File: src/rtl/pipe_ctrl_pkg.sv
// Shared encodings for the pipeline hazard sequencer: FSM state codes and hazard-cause enum.
package pipe_ctrl_pkg;

  typedef logic [1:0] state_t;

  localparam state_t ST_RUN      = 2'd0;
  localparam state_t ST_MEM_WAIT = 2'd1;
  localparam state_t ST_HALT     = 2'd2;

  typedef enum logic [2:0] {
    CAUSE_NONE     = 3'd0,
    CAUSE_LOAD_USE = 3'd1,
    CAUSE_BRANCH   = 3'd2,
    CAUSE_MEM_WAIT = 3'd3,
    CAUSE_HALT     = 3'd4
  } cause_e;

endpackage

File: src/rtl/load_use_detect.sv
// Combinational load-use compare: load in EX writes a register read by the instruction in ID.
module load_use_detect #(
  parameter int unsigned REG_AW = 5
) (
  input  logic              mem_read_i,
  input  logic [REG_AW-1:0] rd_i,
  input  logic [REG_AW-1:0] rs1_i,
  input  logic [REG_AW-1:0] rs2_i,
  output logic              hazard_c_o
);

  // x0 is hardwired zero, so a load targeting it never creates a dependency
  always_comb begin
    hazard_c_o = mem_read_i && (rd_i != '0) && ((rd_i == rs1_i) || (rd_i == rs2_i));
  end

endmodule

File: src/rtl/pipe_hazard_ctrl.sv
// Stall/flush sequencer for the 5-stage pipeline: dmem wait, branch flush, load-use bubble.
// Optional perf counters are enabled by defining PIPE_PERF_CNT_EN.
module pipe_hazard_ctrl
  import pipe_ctrl_pkg::*;
#(
  parameter int unsigned REG_AW      = 5,
  parameter int unsigned MEM_TIMEOUT = 64
`ifdef PIPE_PERF_CNT_EN
  ,
  parameter int unsigned CNT_W       = 32
`endif
) (
  input  logic              i_clk,
  input  logic              i_rst,
  input  logic              i_idex_mem_read,
  input  logic [REG_AW-1:0] i_idex_rd,
  input  logic [REG_AW-1:0] i_ifid_rs1,
  input  logic [REG_AW-1:0] i_ifid_rs2,
  input  logic              i_ex_branch_taken,
  input  logic              i_exmem_mem_access,
  input  logic              i_dmem_ready,
  output logic              o_pc_write,
  output logic              o_stall_ifid,
  output logic              o_stall_idex,
  output logic              o_stall_exmem,
  output logic              o_flush_ifid,
  output logic              o_flush_idex,
  output logic              o_flush_memwb,
  output logic              o_mem_timeout
`ifdef PIPE_PERF_CNT_EN
  ,
  output logic [CNT_W-1:0]  o_cnt_load_use,
  output logic [CNT_W-1:0]  o_cnt_branch,
  output logic [CNT_W-1:0]  o_cnt_mem_wait
`endif
);

  localparam int unsigned WAIT_W = $clog2(MEM_TIMEOUT);

  state_t            state_q, state_d;
  logic [WAIT_W-1:0] wait_cnt_q, wait_cnt_d;
  logic              timeout_q, timeout_d;
  logic              load_use_c;
  logic              mem_wait_c;
  cause_e            cause_c;

  load_use_detect #(.REG_AW(REG_AW)) u_load_use_detect (
    .mem_read_i (i_idex_mem_read),
    .rd_i       (i_idex_rd),
    .rs1_i      (i_ifid_rs1),
    .rs2_i      (i_ifid_rs2),
    .hazard_c_o (load_use_c)
  );

  assign mem_wait_c = i_exmem_mem_access && !i_dmem_ready;

  // Winning hazard cause, highest priority first
  always_comb begin
    cause_c = CAUSE_NONE;
    if (state_q == ST_HALT)  cause_c = CAUSE_HALT;
    else if (mem_wait_c)     cause_c = CAUSE_MEM_WAIT;
    else if (i_ex_branch_taken) cause_c = CAUSE_BRANCH;
    else if (load_use_c)     cause_c = CAUSE_LOAD_USE;
  end

  // Next-state logic; a ready on the last allowed wait cycle avoids the timeout
  always_comb begin
    state_d    = state_q;
    wait_cnt_d = wait_cnt_q;
    timeout_d  = timeout_q;
    if (state_q != ST_HALT) begin
      if (mem_wait_c) begin
        if (wait_cnt_q == WAIT_W'(MEM_TIMEOUT - 1)) begin
          state_d   = ST_HALT;
          timeout_d = 1'b1;
        end else begin
          state_d    = ST_MEM_WAIT;
          wait_cnt_d = wait_cnt_q + WAIT_W'(1);
        end
      end else begin
        state_d    = ST_RUN;
        wait_cnt_d = '0;
      end
    end
  end

  always_ff @(posedge i_clk) begin
    if (i_rst) begin
      state_q    <= ST_RUN;
      wait_cnt_q <= '0;
      timeout_q  <= 1'b0;
    end else begin
      state_q    <= state_d;
      wait_cnt_q <= wait_cnt_d;
      timeout_q  <= timeout_d;
    end
  end

  // Per-stage controls decoded from the winning cause; reset forces bubbles everywhere
  always_comb begin
    o_pc_write    = 1'b1;
    o_stall_ifid  = 1'b0;
    o_stall_idex  = 1'b0;
    o_stall_exmem = 1'b0;
    o_flush_ifid  = 1'b0;
    o_flush_idex  = 1'b0;
    o_flush_memwb = 1'b0;
    if (i_rst) begin
      o_pc_write    = 1'b0;
      o_flush_ifid  = 1'b1;
      o_flush_idex  = 1'b1;
      o_flush_memwb = 1'b1;
    end else begin
      case (cause_c)
        CAUSE_HALT, CAUSE_MEM_WAIT: begin
          o_pc_write    = 1'b0;
          o_stall_ifid  = 1'b1;
          o_stall_idex  = 1'b1;
          o_stall_exmem = 1'b1;
          o_flush_memwb = 1'b1;
        end
        CAUSE_BRANCH: begin
          o_flush_ifid = 1'b1;
          o_flush_idex = 1'b1;
        end
        CAUSE_LOAD_USE: begin
          o_pc_write   = 1'b0;
          o_stall_ifid = 1'b1;
          o_flush_idex = 1'b1;
        end
        default: ;
      endcase
    end
  end

  assign o_mem_timeout = timeout_q;

`ifdef PIPE_PERF_CNT_EN
  logic [CNT_W-1:0] cnt_load_use_q, cnt_branch_q, cnt_mem_wait_q;

  // Saturating event counters, one per winning cause
  always_ff @(posedge i_clk) begin
    if (i_rst) begin
      cnt_load_use_q <= '0;
      cnt_branch_q   <= '0;
      cnt_mem_wait_q <= '0;
    end else begin
      if (cause_c == CAUSE_LOAD_USE && cnt_load_use_q != '1)
        cnt_load_use_q <= cnt_load_use_q + CNT_W'(1);
      if (cause_c == CAUSE_BRANCH && cnt_branch_q != '1)
        cnt_branch_q <= cnt_branch_q + CNT_W'(1);
      if (cause_c == CAUSE_MEM_WAIT && cnt_mem_wait_q != '1)
        cnt_mem_wait_q <= cnt_mem_wait_q + CNT_W'(1);
    end
  end

  assign o_cnt_load_use = cnt_load_use_q;
  assign o_cnt_branch   = cnt_branch_q;
  assign o_cnt_mem_wait = cnt_mem_wait_q;
`else
  // Perf counters absent: control behaviour is identical
`endif

endmodule

File: config.mk
export PLATFORM = sky130hd
export DESIGN_NAME = pipe_hazard_ctrl
export DESIGN_NICKNAME = d
export VERILOG_FILES = /design/src/rtl/pipe_ctrl_pkg.sv /design/src/rtl/load_use_detect.sv /design/src/rtl/pipe_hazard_ctrl.sv
export SDC_FILE = /design/constraint.sdc
export NUM_CORES = 1
export LEC_CHECK = 0
export CAP_MARGIN = 10
export CORE_UTILIZATION = 39
export CTS_CLUSTER_SIZE = 14
export DETAILED_ROUTE_END_ITERATION = 8
export GPL_ROUTABILITY_DRIVEN = 0
export PLACE_DENSITY = 0.76
export SLEW_MARGIN = 15
export SYNTH_ARGS = -nofsm -noshare
export SYNTH_HDL_FRONTEND = slang
export SYNTH_SLANG_ARGS = --single-unit
export TNS_END_PERCENT = 30
File: constraint.sdc
create_clock -name i_clk -period 1.9 [get_ports i_clk]
set_input_delay 0.38 -clock i_clk [delete_from_list [all_inputs] [get_ports i_clk]]
set_output_delay 0.38 -clock i_clk [all_outputs]
set_load 0.1 [all_outputs]
==> results.cfg <==
[logic_synthesis]
synth_adder_area_share = 0.0200
async_reset_ff_frac = 0
synth_compound_gate_area_share = 0.244
synth_top_family_by_area = simple AND/OR/NAND/NOR gates
synth-simple-area-share = 0.271
synth_common_cells = xor2_1, dfxtp_1, nor2_1
seq_area_frac_synth = 0.289
syn_area_per_cell_um2 = 8.55
synth_xor_area_frac = 0.140
synth_top_cell_by_area = dfxtp_1
synthMuxAreaShare = 0
yosys_warnings = 0
synth-main-ff-cell = dfxtp_1
synth.net_count = 95
mappedNetlistArea_um2 = 624
synth_top_area_frac = 0.289
netlist_top_cells_area = dfxtp_1, xor2_1, a2111oi_4
ys_ff_latch = 9
synthDistinctLibCells = 36
yosysMostFrequentCell = xor2_1
synthCells = 73
synth_enable_flop_cells = 0

[cells_and_area]
nets = 136
n_fill_cell = 117
areaGrowthSynthToFinish_pct = 87.4
register_area_um2 = 180
multiInputGateArea_um2 = 538
post-route-cell-area_um2 = 1170
n_antenna_cell = 0
final_util = 0.777
layout-drive-gt1-share = 0.469

[worst_hold_path]
whs_path_depth = 2
holdCritStartpoint = o_mem_timeout
hp-class = reg -> reg
min_to = o_mem_timeout

[clock_network]
path_clk_slew_ns = 0.06
tritoncts = built
cts_max_level = 1
clock_path_buffers = 2
cts_sinks = 9
worstSkewPairLatency_ns = 0.26
clock-root-buffer = clkbuf_4
numCtsBuffers = 3

[die]
rows = 14
ioPinCount = 29
core-area_um2 = 1510
fp.dieW_um = 42.0
die_y_um = 42.0
initial_utilization = 0.414
fp.dieArea_um2 = 1760

[status]
status = finished, violations left
violations = negative setup slack

[critical_path]
crit_slowest_cell = o31a_2
regToRegEndpoint = wait_cnt_q[5]
cp.arrival_ns = 1.57
r2r_cells = 5
slowest_delay_ns = 0.38
critPathBufInv = 2
rrSetupSlack_ns = 0.29
required_ns = 1.52
startpoint_type = input pin
path_cells = buf_6, xor2_2, nor3_2, a22oi_2, o31a_2, buf_12
crit_type = in -> out
crit_fanout = 3
r2r_start = wait_cnt_q[0]
path_delay_family = compound AO/OA/AOI/OAI gates
end_kind = output pin

[route]
detail_route.wl_per_cell_um = 14.3
first_iter_violations = 11
drc = 0
ant_nets = 0
via_count = 690
via_per_inst = 5.35
drt-pass1-iter-count = 4
routed_wl_um = 1850

[grt]
antenna_found_initial = 0
grt_use_total = 0.220
grt_pass1_wl_um = 2860
grt_max_degree = 7
grt_pass1_vias = 661
grt_overflow = 0

[sta]
fin_skew_ns = 0.000722
post-route-min-period_ns = 1.95
timing.fmax_mhz = 512
setup_viol = 3
rsz0062_at_grt = true
tightest_slew_ns = 0.339
worst_slack_ns = -0.0522
holdWs_ns = 0.477
post-route-period-util = 1.03
hold_violations = 0
report.final.slew_viol_count = 0
slew_headroom = 0.774

[placement]
placed_cell_area_um2 = 1080
post-place-ws_ns = -0.525
dp_hpwl_um = 1380
io_buffers = 28

[flow_run]
maxCapViolCount = 0

[power]
cellPowerDensity_nw_per_um2 = 491
p_leak_nw = 0.485
peakVddDrop_mv = 0.410
totalPowerFinal_mw = 0.575
report_power, final:
| group | switching [mW] | internal (mW) |
|---|---|---|
| Combinational | 0.131 | 0.103 |
| Clock | 0.0674 | 0.0810 |
| Sequential | 0.00197 | 0.191 |
stage by stage:
step | TNS, ns | std cells
after detailed placement | -2.04 | 124
final | -0.132 | 129
after global routing | -0.243 | 129
after global placement | -1.72 | 124
after floorplan | -1.23 | 73
after CTS | -0.232 | 128
worst max-delay path by stage:
stage,startpoint,end,slack (ns),cells after the start
floorplan,i_idex_rd[2],o_flush_idex,-0.41,4
global placement,i_idex_rd[1],o_stall_ifid,-0.46,6
detailed placement,i_idex_rd[2],o_stall_ifid,-0.53,6
CTS,i_idex_rd[4],o_stall_ifid,-0.09,6
global route,i_ifid_rs1[1],o_pc_write,-0.1,6
finish,i_ifid_rs1[2],o_pc_write,-0.05,6
worst min-delay path, stage by stage (launching register included):
cell	delay [ns]
dfxtp_1	0.33
a31oi_1	0.04
nor2_1	0.07
state kept, by name, summed over array words and instances (netlist names):
signal         count
wait_cnt_q         6
o_mem_timeout      1
state_q            2
layer usage:
layer,up-vias,track usage,share of wire
li1,342,-,-
met4,0,0.0750,0.014
met2,20,0.372,0.56
met1,324,0.259,0.39
met3,4,0.0733,0.043
met5,-,0,0
cells in the final DEF, fill, tap and decap left out, types with 3 or more instances in the layout:
master,Yosys,routed
buf_4,1,10
dfxtp_1,9,9
xor2_1,10,7
buf_12,0,7
nor2_1,7,6
dlygate4sd2_1,0,6
a21oi_1,5,5
buf_6,0,5
clkbuf_2,0,4
nor3_2,0,3
xor2_2,0,3
clkbuf_4,0,3
clkdlybuf4s15_1,0,3
logic make-up after synthesis:
logic type | after synthesis
DFF | 9
adders and majority gates | 1
buffers and inverters | 5
and+or+nand+nor | 29
xor gates and xnor gates | 10
AOI/OAI and AO/OA | 19
area by class of cell:
cell class                 instances  share of cell area
sequential                         9               0.154
timing repair buffer              38               0.337
tap                               16              0.0171
multi-input combinational         59               0.460
inverter                           3             0.00963
clock buffer                       4              0.0225
timing repair:
item / in CTS / in global routing
setup endpoints to repair: 7 / 6
pin swaps: 13 / 12
hold buffers: 0 / 0
buffers inserted: 0 / 1
resized for setup: 52 / 20
Note: power is estimated with default switching activity, not from simulation.
